**src/rtl/mem_stage_ooo_resp.sv**
```systemverilog
// mem_stage_ooo_resp
// MEM pipeline stage between EX and WB. Load data comes back on a
// request/response bus with arbitrary latency (data_ok, in order). A response
// that arrives while WB stalls is held in a buffer. Responses that belong to
// flushed loads are discarded by a small counter. Returned data is aligned and
// sign/zero-extended. A forwarding bundle, with a "not yet available" flag,
// goes to the ID hazard unit.
//
// Ports:
//   clk, resetn        clock, asynchronous active-low reset
//   in_valid / mem_allowin            EX -> MEM handshake
//   in_pc, in_rf_we, in_rf_waddr      instruction fields from EX
//   in_alu_result                     load address or final result
//   in_ld_op                          0 none,1 b,2 bu,3 h,4 hu,5 w,6 wu,7 d
//   in_req_sent                       EX issued the bus read for this load
//   data_ok, data_rdata               read response
//   flush                             cancel the instruction held in MEM
//   wb_allowin / out_valid            MEM -> WB handshake
//   out_pc, out_rf_we, out_rf_waddr, out_rf_wdata   fields to WB
//   fwd_we, fwd_waddr, fwd_wdata, fwd_pending        forwarding bundle
module mem_stage_ooo_resp #(
    parameter int DW     = 32,
    parameter int DISC_W = 2
) (
    input  logic              clk,
    input  logic              resetn,
    input  logic              in_valid,
    output logic              mem_allowin,
    input  logic [31:0]       in_pc,
    input  logic              in_rf_we,
    input  logic [4:0]        in_rf_waddr,
    input  logic [DW-1:0]     in_alu_result,
    input  logic [2:0]        in_ld_op,
    input  logic              in_req_sent,
    input  logic              data_ok,
    input  logic [DW-1:0]     data_rdata,
    input  logic              flush,
    input  logic              wb_allowin,
    output logic              out_valid,
    output logic [31:0]       out_pc,
    output logic              out_rf_we,
    output logic [4:0]        out_rf_waddr,
    output logic [DW-1:0]     out_rf_wdata,
    output logic              fwd_we,
    output logic [4:0]        fwd_waddr,
    output logic [DW-1:0]     fwd_wdata,
    output logic              fwd_pending
);

    localparam int OFF = $clog2(DW / 8);

    typedef enum logic [1:0] {S_EMPTY, S_WAIT, S_READY} state_t;

    state_t             state_reg;
    logic [DISC_W-1:0]  disc_cnt_reg;
    logic [DW-1:0]      buf_reg;
    logic               buf_used_reg;   // READY state holds captured load data
    logic [31:0]        pc_reg;
    logic               rf_we_reg;
    logic [4:0]         rf_waddr_reg;
    logic [DW-1:0]      alu_reg;
    logic [2:0]         ld_op_reg;

    logic               valid;
    logic               disc_zero;
    logic               resp_here;      // response belongs to the load in MEM
    logic               ready_go;
    logic               capture;
    logic               handoff;
    logic [OFF+2:0]     sh;
    logic [DW-1:0]      shifted;
    logic [DW-1:0]      ext_data;

    assign valid       = (state_reg != S_EMPTY);
    assign disc_zero   = (disc_cnt_reg == '0);
    assign resp_here   = (state_reg == S_WAIT) & data_ok & disc_zero;
    assign ready_go    = (state_reg == S_READY) | resp_here;
    assign out_valid   = valid & ready_go & ~flush;
    assign mem_allowin = ~flush & (~valid | (ready_go & wb_allowin));
    assign capture     = in_valid & mem_allowin;
    assign handoff     = out_valid & wb_allowin;

    // Alignment uses the address captured with the load, not the one EX is
    // presenting now.
    assign sh      = {alu_reg[OFF-1:0], 3'b000};
    assign shifted = data_rdata >> sh;

    // For DW=32 the word cases are full width, so wu and d fall out as w.
    always_comb begin
        ext_data = shifted;
        case (ld_op_reg)
            3'd1:    ext_data = DW'($signed(shifted[7:0]));
            3'd2:    ext_data = DW'(shifted[7:0]);
            3'd3:    ext_data = DW'($signed(shifted[15:0]));
            3'd4:    ext_data = DW'(shifted[15:0]);
            3'd5:    ext_data = DW'($signed(shifted[31:0]));
            3'd6:    ext_data = DW'(shifted[31:0]);
            default: ext_data = shifted;
        endcase
    end

    always_comb begin
        out_rf_wdata = alu_reg;
        if (state_reg == S_READY && buf_used_reg) begin
            out_rf_wdata = buf_reg;
        end else if (state_reg == S_WAIT) begin
            out_rf_wdata = ext_data;
        end
    end

    assign out_pc       = pc_reg;
    assign out_rf_we    = rf_we_reg;
    assign out_rf_waddr = rf_waddr_reg;
    assign fwd_we       = valid & rf_we_reg;
    assign fwd_waddr    = rf_waddr_reg;
    assign fwd_wdata    = out_rf_wdata;
    assign fwd_pending  = (state_reg == S_WAIT) & ~(data_ok & disc_zero);

    always_ff @(posedge clk or negedge resetn) begin
        if (!resetn) begin
            state_reg    <= S_EMPTY;
            disc_cnt_reg <= '0;
            buf_reg      <= '0;
            buf_used_reg <= 1'b0;
            pc_reg       <= '0;
            rf_we_reg    <= 1'b0;
            rf_waddr_reg <= '0;
            alu_reg      <= '0;
            ld_op_reg    <= '0;
        end else begin
            // A flushed load that still awaits its response leaves one orphan
            // response on the bus. If a stale response also arrives this
            // cycle, the +1 and -1 cancel out.
            if (flush && state_reg == S_WAIT && !(data_ok && disc_zero)) begin
                if (!data_ok && disc_cnt_reg != '1) begin
                    disc_cnt_reg <= disc_cnt_reg + 1'b1;
                end
            end else if (data_ok && !disc_zero) begin
                disc_cnt_reg <= disc_cnt_reg - 1'b1;
            end

            if (flush) begin
                state_reg <= S_EMPTY;
            end else if (capture) begin
                pc_reg       <= in_pc;
                rf_waddr_reg <= in_rf_waddr;
                alu_reg      <= in_alu_result;
                ld_op_reg    <= in_ld_op;
                buf_used_reg <= 1'b0;
                // A load that never reached the bus must not write the RF.
                rf_we_reg    <= in_rf_we & ~((in_ld_op != 3'd0) & ~in_req_sent);
                state_reg    <= ((in_ld_op != 3'd0) && in_req_sent) ? S_WAIT : S_READY;
            end else if (resp_here && !wb_allowin) begin
                buf_reg      <= ext_data;
                buf_used_reg <= 1'b1;
                state_reg    <= S_READY;
            end else if (handoff) begin
                state_reg    <= S_EMPTY;
            end
        end
    end

endmodule

```
**config.mk**
```make
export PLATFORM = sky130hd
export DESIGN_NAME = mem_stage_ooo_resp
export DESIGN_NICKNAME = d
export VERILOG_FILES = /design/src/rtl/mem_stage_ooo_resp.sv
export SDC_FILE = /design/constraint.sdc
export NUM_CORES = 1
export LEC_CHECK = 0
export ABC_AREA = 1
export CORE_ASPECT_RATIO = 1.25
export CORE_UTILIZATION = 27
export CTS_CLUSTER_DIAMETER = 150
export CTS_CLUSTER_SIZE = 28
export DETAILED_ROUTE_END_ITERATION = 12
export GPL_TIMING_DRIVEN = 0
export MAX_ROUTING_LAYER = met4
export PLACE_DENSITY_LB_ADDON = 0.1
export SLEW_MARGIN = 20
export SYNTH_ARGS = -nofsm -noshare
export SYNTH_HDL_FRONTEND = slang
export SYNTH_SLANG_ARGS = --single-unit
```
**constraint.sdc**
```tcl
create_clock -name clk -period 3.1 [get_ports clk]
set_input_delay 0.775 -clock clk [delete_from_list [all_inputs] [get_ports clk]]
set_output_delay 0.775 -clock clk [all_outputs]
set_load 0.01 [all_outputs]
```
# After elaboration in Yosys (flattened, before gate mapping)
# Index checks and enable logic that the tools add are counted.
# op_classes
add_sub_neg	2
n_eq_ne	8
n_shift	1
muxes	13
bitwise_logic	21
n_reduce_logical	22
# op_table
operator	n
32-bit one-hot mux with 4 select lines	1
32-bit two-way mux	2
32-bit by 5-bit >> shifter with 32-bit output	1
2-bit two-way mux	8
1-bit AND	13
1-bit logical AND	8
3-bit by 2-bit equality test with 1-bit output (second input constant)	2
1-bit NOT	6
2-bit AND reduction	3
2-bit nonzero test	3
1-bit logical NOT	4
4-bit nonzero test	1
3-bit by 1-bit equality test with 1-bit output (second input constant)	1
3-bit equality test (second input constant)	1
3-bit AND reduction	1
3-bit nonzero test	1
2-bit by 1-bit adder with 2-bit output (second input constant)	1
2-bit by 1-bit equality test with 1-bit output (second input constant)	1
2-bit equality test (second input constant)	1
2-bit logical NOT	1
1-bit two-way mux	2
2-bit by 1-bit inequality test with 1-bit output (second input constant)	1
2-bit inequality test (second input constant)	1
1-bit OR	2
2-bit by 1-bit subtractor with 2-bit output (second input constant)	1
# word_totals
register_bits	110
in_bits	112
wordCells	76

# Depth between registers and ports, before layout
# Gate-level depths: netlist (run 1).
# depth
word_depth	11
depth_mapped	12
depth_no_buf	11

# Least setup slack after synthesis (run 1)
# OpenSTA, ideal clock, no wires.
# synth_timing
kind	input to output
from	in data_rdata[31]
to	out out_rf_wdata[24]
arrival_time_ps	1975
required_ps	2325
path_slack_ps	350
stages	12
n_path_buf	2
cell_sequence	inv_1 > nand2_1 > o21ai_1 > nand2_1 > nand3_2 > nand2_1 > inv_2 > buf_4 > nand2_1 > nor2_1 > o21ai_1 > buf_4
# synth_between
elab_chain_cells	4
# synth_lines
element	line	source
start: declaration	36	input logic [DW-1:0] data_rdata,
32-bit by 5-bit >> shifter with 32-bit output	86	assign shifted = data_rdata >> sh;
32-bit one-hot mux with 4 select lines	91	case (ld_op_reg)
32-bit two-way mux	106	end else if (state_reg == S_WAIT) begin
32-bit two-way mux	104	if (state_reg == S_READY && buf_used_reg) begin
end: declaration	43	output logic [DW-1:0] out_rf_wdata,
# No other way between the ends.

# Worst setup path after layout (run 1)
# layout_timing
from	in data_rdata[23]
to	out out_rf_wdata[29]
# Same word-level chain as after synthesis.

==> out/qor.yml, run 1 <==
num_antenna_cells: 0
fin_skew_ps: 11.7
slew_headroom_pct: 63.8
clock_sinks: 110
period_needed_ps: 3040
grt_first_pass_wirelength_mm: 32.1
fin_crit_sh_pct: 97.9
cts_htree_levels: 3
synthesis.nets: 948
seq_area_frac_synth_pct: 46.2
crit_fanout: 8
area_growth_pct: 55.7
dr.pass1.iters: 4
netlist.area_leader.share_pct: 46.2
drtAntennaViolNets: 0
fill_cells: 2288
overflow: 0
slew_viol_final: 0
worstPathCellList: "buf_2, o21ai_2, nand2_2, buf_6, nand3_4, nand2_4, inv_8, buf_6, nand2_1, nor2_2, o21ai_2, buf_4, buf_4"
max_cap_violations: 0
clk_pin_slew_worst_paths_ps: 80
wl_per_cell_microns: 15.1
cp-end-kind: "primary output"
yosysMostFrequentCell: "nand2_1"
cts_max_path_buffers: 2
dp_hpwl_mm: 15.3
yosys_warnings: 0
syn_avg_cell_area_sq_um: 7.13
clockRootBuffer: "clkbuf_16"
grt_pass1_vias: 5980
viasPerCell: 4.41
cpMaxStageDelayCell: "o21ai_2"
globalplace.congestion: 0.902
core_area_sq_um: 21600
vias: 6038
setup_violations: 0
synth_area_leader_cell: "dfrtp_1"
power.density_nw_per_um2: 690
worst_ep_required_time_ps: 2320
timing.fmax_ghz: 0.329
leakagePower_uw: 0.00471
irDropWorstVdd_uv: 334
ys_top_cells_by_area: "dfrtp_1 46%, nand2_1 29%, buf_4 5.2%"
rsz0062_at_grt: "yes"
clock_latency_ps: 370
synth_cell_types: 25
num_rows: 60
critPathTopFamily: "buffers and inverters"
initial_utilization_pct: 27.6
cts_buffers: 9
worstPathArrival_ps: 2260
final_nets: 1196
max_stage_delay_ps: 180
total_power_uw: 6410
holdCritPathClass: "in -> async"
die_x_microns: 135
synthFlopType: "dfrtp_1"
postCtsHoldBufs: 0
cp-start-kind: "primary input"
grt_max_degree: 59
layout.cells.non_filler: 1368
wl_mm: 20.7
die_area_sq_um: 22700
netlist_area_sq_um: 5960
worstSetupPathType: "in -> out"
drt-initial-drc-count: 358
worst_pin_slew_ps: 543
utilization_pct: 42.9
grt_usage_pct: 19.2
cts_tree: "yes"
die_h_microns: 168
drc: 0
port_buffers: 222
synth_cells: 836
io_pins: 223
antenna_found_initial: 0
path_buf_inv: 6
dp_cells: 1338
outcome: "complete, no violations"
synth_seq_cells: 110
synthTopCellsByCount: "456 x nand2_1, 110 x dfrtp_1, 49 x o21ai_0"
drive_gt1_share_pct: 21.8
synthArstFlopShare_pct: 100
synth-edff-count: 0
final_hold_viol_count: 0
## placed cells by master (no fill, tap or decap), types with 2 or more instances in the layout
cell type        instances
nand2_1                425
clkdlybuf4s50_1        141
dfrtp_1                109
buf_4                   59
dlygate4sd2_1           38
nand3_1                 33
o21ai_0                 33
nand2_2                 29
o21ai_2                 29
buf_2                   18
clkbuf_2                17
buf_6                   17
nor2_1                  15
clkdlybuf4s15_1         14
o21ai_1                 13
nor2_2                  10
inv_2                    9
clkbuf_16                9
inv_1                    8
nor2_4                   7
o211ai_1                 7
dlymetal6s2s_1           7
nand3_2                  5
nand2_4                  4
clkdlybuf4s15_2          4
nand3_4                  3
a21oi_1                  3
clkinv_2                 2
inv_8                    2
nor3_1                   2
clkbuf_4                 2
nand4_1                  2
clkinvlp_4               2
## where the power goes
group | switching, uW | internal (uW)
combinational | 1560 | 1490
clock | 609 | 657
sequential | 242 | 1850
## worst paths after layout
check	cells after the start	slack, ps	to	startpoint
worst min register to register	2	480	buf_reg[12]$_DFFE_PN0P_	buf_reg[12]$_DFFE_PN0P_
worst min-delay path	1	360	buf_reg[5]$_DFFE_PN0P_	resetn
min in group clk	2	480	buf_reg[12]$_DFFE_PN0P_	buf_reg[12]$_DFFE_PN0P_
max in group asynchronous	2	2030	disc_cnt_reg[0]$_DFFE_PN0P_	resetn
worst max-delay path	13	60	out_rf_wdata[29]	data_rdata[23]
worst max register to register	8	1320	buf_reg[8]$_DFFE_PN0P_	state_reg[1]$_DFFE_PN0P_
## worst reg2reg max path, cell delays in order, from the launching register on
cell     delay, ps
dfrtp_1        450
nor2_4         230
nand3_2        110
or2_4          280
nor2_8         180
inv_2           90
buf_2          210
nand2_1         90
nand2_1         50
## cells by family (layout without fill, tap and decap cells)
group	count (synthesis)	in the layout	synth area share [%]
AOI/OAI and AO/OA	87	87	7.64
buffers and inverters	102	354	10.5
DFF	110	110	46.2
and+or+nand+nor	537	538	35.7
## through the flow
step                      cell area (sq um)  setup TNS [ps]  setup WS (ps)  hold WS, ps
after floorplan                        5960               0            350          442
after global placement                 8530         -427860          -3540          454
after detailed placement               8560          -38780           -915          460
after CTS                              9160            -304           -123          386
after global routing                   9290           -85.9          -19.6          407
final                                  9290               0           63.7          361
## final cells by class
| type | count | area [sq um] | share of cell area (%) |
|---|---|---|---|
| multi-input combinational | 625 | 2920 | 31.5 |
| sequential | 110 | 2750 | 29.7 |
| timing repair buffer | 239 | 2280 | 24.6 |
| buffer | 80 | 589 | 6.35 |
| tap | 279 | 349 | 3.76 |
| clock buffer | 10 | 239 | 2.57 |
| inverter | 19 | 80.1 | 0.862 |
| clock inverter | 6 | 70.1 | 0.755 |
## per-layer routing
layer  track usage, %  share of wire (%)  up-vias
met2             31.5                 49      188
li1                 -                  -     3067
met4             6.50                1.9        0
met3             3.76                6.6       20
met1             23.5                 43     2763
met5                -                  0        -
## timing repair
item,in CTS,in global routing
gates resized for setup,220,78
cloned,2,0
pin swaps,34,30
buffers inserted,14,1
endpoints found under the setup margin,65,55
(Power assumes the default switching activity.)
==> inputs of run 2 (changes only) <==
--- a/config.mk
+++ b/config.mk
@@ -11,6 +11,7 @@
 export CTS_CLUSTER_DIAMETER = 150
 export CTS_CLUSTER_SIZE = 28
 export DETAILED_ROUTE_END_ITERATION = 12
+export GPL_ROUTABILITY_DRIVEN = 0
 export GPL_TIMING_DRIVEN = 0
 export MAX_ROUTING_LAYER = met4
 export PLACE_DENSITY_LB_ADDON = 0.1
==> results of run 2 <==
No change in the layout: final DEF, timing and power equal those of run 1.
==> inputs of run 3 (changes only) <==
--- a/config.mk
+++ b/config.mk
@@ -13,6 +13,7 @@
 export DETAILED_ROUTE_END_ITERATION = 12
 export GPL_ROUTABILITY_DRIVEN = 0
 export GPL_TIMING_DRIVEN = 0
+export HOLD_SLACK_MARGIN = 0.15
 export MAX_ROUTING_LAYER = met4
 export PLACE_DENSITY_LB_ADDON = 0.1
 export SLEW_MARGIN = 20
==> results of run 3 <==
No change in the layout: final DEF, timing and power equal those of run 1.
